<file path="src/rtl/frame_transmitter.sv">
// GMII frame transmitter: pops frame lengths from a show-ahead FIFO, streams bytes from
// a synchronous frame memory with preamble/SFD, optional padding to 60 bytes and CRC-32 FCS.
module frame_transmitter #(
  parameter int pADDR_W = 14,
  parameter int pLEN_W  = 11,
  parameter int pIFG    = 12,
  parameter int pPAD_EN = 1
) (
  input  logic               iclk,
  input  logic               i_rst,
  input  logic               i_pause,
  input  logic               i_fifo_empty,
  input  logic [pLEN_W-1:0]  i_fifo_len,
  output logic               o_fifo_rd,
  output logic [pADDR_W-1:0] o_rd_addr,
  input  logic [7:0]         i_rd_data,
  output logic               o_tx_en,
  output logic [7:0]         o_txd,
  output logic               o_tx_er,
  output logic [2:0]         o_state,
  output logic               o_drop
);

  typedef enum logic [2:0] {
    IDLE     = 3'd0,
    PREAMBLE = 3'd1,
    SFD      = 3'd2,
    DATA     = 3'd3,
    PAD      = 3'd4,
    FCS      = 3'd5,
    IFG      = 3'd6
  } state_t;

  localparam int PAD_TARGET = 60;
  localparam int MAX_LEN    = 1514;

  state_t             state, state_n;
  logic [15:0]        cnt, cnt_n;
  logic [pLEN_W-1:0]  len_q;
  logic [pADDR_W-1:0] ptr;
  logic [pADDR_W-1:0] rd_addr;
  logic [31:0]        crc;
  logic               fifo_rd;
  logic               drop;
  logic               tx_en_p1;
  logic [7:0]         txd_p1;
  logic               start;
  logic               bad;
  logic               last_data;
  logic               en_c;
  logic [7:0]         byte_c;

  function automatic logic [31:0] crc_next(input logic [31:0] c, input logic [7:0] d);
    logic [31:0] r;
    r = c;
    for (int i = 0; i < 8; i++) begin
      if (r[0] ^ d[i]) r = (r >> 1) ^ 32'hEDB8_8320;
      else             r = r >> 1;
    end
    return r;
  endfunction

  function automatic logic [7:0] fcs_byte(input logic [31:0] c, input logic [1:0] idx);
    logic [31:0] f;
    f = ~c;
    return f[{idx, 3'b000} +: 8];
  endfunction

  // fifo_rd gates the start: the show-ahead head still shows the popped entry that cycle
  always_comb begin
    state_n   = state;
    cnt_n     = cnt + 16'd1;
    en_c      = 1'b0;
    byte_c    = 8'h00;
    start     = (state == IDLE) && !i_fifo_empty && !i_pause && !fifo_rd;
    bad       = (i_fifo_len == '0) || (int'(i_fifo_len) > MAX_LEN);
    last_data = (int'(cnt) == int'(len_q) - 1);
    case (state)
      IDLE: begin
        cnt_n = '0;
        if (start && !bad) state_n = PREAMBLE;
      end
      PREAMBLE: begin
        en_c   = 1'b1;
        byte_c = 8'h55;
        if (cnt == 16'd6) begin
          state_n = SFD;
          cnt_n   = '0;
        end
      end
      SFD: begin
        en_c    = 1'b1;
        byte_c  = 8'hD5;
        state_n = DATA;
        cnt_n   = '0;
      end
      DATA: begin
        en_c   = 1'b1;
        byte_c = i_rd_data;
        if (last_data) begin
          if (pPAD_EN != 0 && int'(len_q) < PAD_TARGET) begin
            state_n = PAD;
          end else begin
            state_n = FCS;
            cnt_n   = '0;
          end
        end
      end
      PAD: begin
        en_c = 1'b1;
        if (int'(cnt) == PAD_TARGET - 1) begin
          state_n = FCS;
          cnt_n   = '0;
        end
      end
      FCS: begin
        en_c   = 1'b1;
        byte_c = fcs_byte(crc, cnt[1:0]);
        if (cnt == 16'd3) begin
          state_n = IFG;
          cnt_n   = '0;
        end
      end
      IFG: begin
        if (int'(cnt) == pIFG - 1) begin
          state_n = IDLE;
          cnt_n   = '0;
        end
      end
      default: begin
        state_n = IDLE;
        cnt_n   = '0;
      end
    endcase
  end

  // p1 output stage: GMII byte registered one cycle behind the state that produced it,
  // which lets DATA take the synchronous memory read straight from i_rd_data
  always_ff @(posedge iclk or posedge i_rst) begin
    if (i_rst) begin
      state    <= IDLE;
      cnt      <= '0;
      len_q    <= '0;
      ptr      <= '0;
      rd_addr  <= '0;
      crc      <= '1;
      fifo_rd  <= 1'b0;
      drop     <= 1'b0;
      tx_en_p1 <= 1'b0;
      txd_p1   <= 8'h00;
    end else begin
      state    <= state_n;
      cnt      <= cnt_n;
      fifo_rd  <= start;
      drop     <= start && bad;
      tx_en_p1 <= en_c;
      txd_p1   <= en_c ? byte_c : 8'h00;
      if (start) begin
        len_q   <= i_fifo_len;
        ptr     <= ptr + pADDR_W'(i_fifo_len);
        rd_addr <= ptr;
      end
      if (state == SFD || (state == DATA && !last_data)) rd_addr <= rd_addr + pADDR_W'(1);
      if (state == IDLE) crc <= '1;
      else if (state == DATA || state == PAD) crc <= crc_next(crc, byte_c);
    end
  end

  assign o_state   = state;
  assign o_fifo_rd = fifo_rd;
  assign o_drop    = drop;
  assign o_rd_addr = rd_addr;
  assign o_tx_en   = tx_en_p1;
  assign o_txd     = txd_p1;
  assign o_tx_er   = 1'b0;

endmodule

</file>
<file path="config.mk">
export PLATFORM = sky130hd
export DESIGN_NAME = frame_transmitter
export DESIGN_NICKNAME = d
export VERILOG_FILES = /design/src/rtl/frame_transmitter.sv
export SDC_FILE = /design/constraint.sdc
export NUM_CORES = 1
export LEC_CHECK = 0
export BUFFER_PORTS_ARGS = -buffer_cell sky130_fd_sc_hd__buf_2
export CAP_MARGIN = 20
export CORE_ASPECT_RATIO = 1.25
export CORE_MARGIN = 1.5
export CORE_UTILIZATION = 55
export CTS_BUF_LIST = sky130_fd_sc_hd__clkbuf_16
export DETAILED_ROUTE_END_ITERATION = 8
export PLACE_DENSITY = 0.74
export SLEW_MARGIN = 25
export SYNTH_ARGS = -nofsm -noshare
export SYNTH_HDL_FRONTEND = slang
export SYNTH_SLANG_ARGS = --single-unit
</file>
<file path="constraint.sdc">
create_clock -name iclk -period 4.1 [get_ports iclk]
set_input_delay 0.41 -clock iclk [delete_from_list [all_inputs] [get_ports iclk]]
set_output_delay 0.41 -clock iclk [all_outputs]
set_load 0.02 [all_outputs]
</file>
==> summary.md <==
| Metric | Value |
|---|---|
| Skew-Pair Late Insertion Delay | `0.35 ns` |
| Syn Inst Count | `698` |
| Total number of vias | `5,392` |
| Initial antenna violation count | `0` |
| Setup TNS | `0 ns` |
| CTS tree | `done` |
| Post-synth EDFFs | `0` |
| Reg clk slew, reported paths | `0.07 ns` |
| Post-place setup slack | `0.513 ns` |
| HPWL after detailed placement | `around 11,000 um` |
| Routability Congestion | `approximately 1.0` |
| Crit Path Max Fanout | `27` |
| Most frequent cells in the layout | `dfrtp_1, nand2_1, xnor2_1, buf_2, nor2_1` |
| Final worst setup slack | `0.525 ns` |
| Starting Density | `0.562` |
| Critical path class | `register to register` |
| Count of cell types in the netlist | `74` |
| GR Util All Layers | `0.258` |
| CP endpoint kind | `register` |
| Layout area overhead | `10.3%` |
| Syn Area/Cell | `approximately 9.4 sq um` |
| Post-route minimum period | `around 3.6 ns` |
| Die Ht | `125 um` |
| Fmax | `0.280 GHz` |
| Fill count | `982` |
| Setup crit start kind | `register` |
| Period utilization | `0.872` |
| Register area share after synthesis | `0.393` |
| Main flop type after synthesis | `dfrtp_1` |
| IO Count | `52` |
| Worst Tran Pin Value | `0.758 ns` |
| RR Endpoint | `o_rd_addr[10]$_DFFE_PP0P_` |
| PwrDens | `669 nW/um^2` |
| Vias in the first global route | `~5,300` |
| Outcome | `finished, final reports clean` |
| Static leakage | `3.10 nW` |
| Num Clock Sinks | `101` |
| Post-CTS setup repair buffer count | `0` |
| Crit path DAT | `between 3 and 4 ns` |
| Routed Antenna Nets | `0` |
| Final-report hold violation count | `0` |
| Register bit count reported by yosys | `101` |
| Yosys warns | `0` |
| Syn_nets | `737` |
| Nets | `772` |
| Ant diodes | `0` |
| Slew Limit Headroom | `0.495` |
| Total CTS buffers | `9` |
| Congestion Overflow GR | `0` |
| Async SR Flop Fraction | `1.00` |
| Endpoints failing setup | `0` |
| Num rows | `44` |
| DRC | `0` |
| Total power | `4.82 mW` |
| Reg2reg setup slack | `0.53 ns` |
| H-tree Lvls | `3` |
| Most common cell after layout, fill and taps aside | `dfrtp_1` |
| First drt pass iteration count | `4` |
| Vias per inst | `6.00` |
| Skew final | `0.0110 ns` |
| Fin. max-slew vios | `0` |
| Hold Crit Class | `primary input to async pin` |
| Final Routed Wirelength | `15,300 um` |
| Peak VDD IR | `537 uV` |
| Worst reg2reg startpoint | `len_q[0]$_DFFE_PP0P_` |
| First-pass GRT wire length | `26,000 um` |
| Clk buf depth | `2` |
| Die Wd | `100 um` |
| Number of port buffers | `50` |
| Largest net degree at the start of global routing | `just under 80` |
| Core area | `11,600 sq um` |
| Fraction of layout cells with a size suffix above 1 | `0.192` |
| Cts hold-fix bufs | `0` |
| Syn Std Cell Area | `6530 sq um` |
| Max Cap Viol | `0` |
| RSZ-0062 raised after global routing | `no` |
| Wirelength per Cell | `between 15 and 20 um` |
| FF-to-FF path depth | `10` |
| Total die area | `12,500 sq um` |
| Req. time, crit path | `4.33 ns` |
| Number of DRC markers in iteration 0 | `approximately 280` |
| Post_cts resized | `0` |
| Root buffer cell | `clkbuf_16` |
[synth_stat cells, drive strengths merged (3+ instances only)]
cell / number / area [sq um]
o21ai: 36 / 180
dfrtp: 69 / 1730
clkbuf: 30 / 113
nand2b: 6 / 37.5
ha: 15 / 188
xor2: 36 / 323
buf: 12 / 72.6
nor3: 37 / 185
or2: 3 / 18.8
and3b: 9 / 78.8
dfstp: 32 / 841
and3: 15 / 93.8
nand3: 15 / 75.1
nor4: 4 / 31.3
a31oi: 3 / 18.8
inv: 23 / 86.3
mux2: 7 / 78.8
xnor2: 61 / 542
mux2i: 6 / 60.1
or4: 12 / 90.1
o21bai: 3 / 22.5
a21o: 5 / 37.5
nor2: 47 / 176
nand4: 10 / 68.8
mux4: 8 / 180
o21a: 5 / 37.5
o31ai: 5 / 37.5
a32oi: 5 / 43.8
or3: 5 / 31.3
nand2: 66 / 248
nor3b: 5 / 37.5
nor2b: 6 / 37.5
a221o: 9 / 90.1
o211ai: 8 / 60.1
a21oi: 40 / 215
[worst max-delay path by stage]
| stage | depth (start not counted) | endpoint | start |
|---|---|---|---|
| 2_1_floorplan | 10 | o_rd_addr[10]$_DFFE_PP0P_ | len_q[0]$_DFFE_PP0P_ |
| 3_3_place_gp | 10 | o_rd_addr[12]$_DFFE_PP0P_ | len_q[0]$_DFFE_PP0P_ |
| 3_5_place_dp | 10 | o_rd_addr[10]$_DFFE_PP0P_ | len_q[0]$_DFFE_PP0P_ |
| 4_1_cts | 10 | o_rd_addr[10]$_DFFE_PP0P_ | len_q[0]$_DFFE_PP0P_ |
| 5_1_grt | 10 | cnt[13]$_DFF_PP0_ | len_q[0]$_DFFE_PP0P_ |
| 6_report | 10 | o_rd_addr[10]$_DFFE_PP0P_ | len_q[0]$_DFFE_PP0P_ |
[registers in the layout, indices dropped and copies added (netlist names)]
signal and cells:
cnt 16, o_rd_addr 14, o_fifo_rd 1, o_drop 1, ptr 14, len_q 11, crc 32, o_txd 8
o_state 3, o_tx_en 1
[area by class of cell]
class	instances	area, sq um	share of cell area
clock buffers	9	225	0.0313
clock inverters	7	42.5	0.00591
inverters	24	95.1	0.0132
multi-input cells	531	3700	0.514
flip-flops and latches	101	2570	0.356
well taps	161	201	0.0280
repair buffers	66	370	0.0514
[critical path, cell delays in order, from the launching register on]
cell and delay (ns):
dfrtp_1 0.40, inv_1 0.08, ha_1 0.23, or4b_4 0.51, or3_1 0.36, a2111o_1 0.42, nor4_2 0.31, and4_4 0.30
a21oi_4 0.19, mux2_1 0.37, a221o_1 0.30
[through the flow]
stage / std cells / util / cell area [sq um] / hold WS, ns
finish: 899 / 0.620 / 7200 / 0.181
global route: 899 / 0.620 / 7200 / 0.243
CTS: 899 / 0.620 / 7200 / 0.316
detailed placement: 883 / 0.597 / 6930 / 0.513
global placement: 883 / 0.596 / 6930 / 0.493
floorplan: 698 / - / 6530 / 0.469
[cell families after synthesis]
kind of cell	count (synthesis)	synth area share
flip-flops	101	0.393
XOR/XNOR	97	0.132
adder cells (fa/ha/maj)	16	0.0318
multiplexers	21	0.0489
other	1	0.000574
buffers and inverters	66	0.0422
AND/OR/NAND/NOR	249	0.199
AO/OA/AOI/OAI	147	0.152
[report_power, final]
| part | leakage [nW] | internal [mW] | switching, mW |
|---|---|---|---|
| clock network | 0.138 | 0.409 | 0.377 |
| registers | 1.22 | 1.39 | 0.171 |
| logic | 1.75 | 1.23 | 1.25 |
[routing by layer]
metal  track usage  vias to the layer above  part of all wire
met5             0                        -                 0
met4        0.0903                        0             0.016
met3        0.0348                       19             0.045
met2         0.429                      147              0.50
met1         0.345                     2652              0.44
li1              -                     2574                 -
Power figures use the tool's default switching activity.
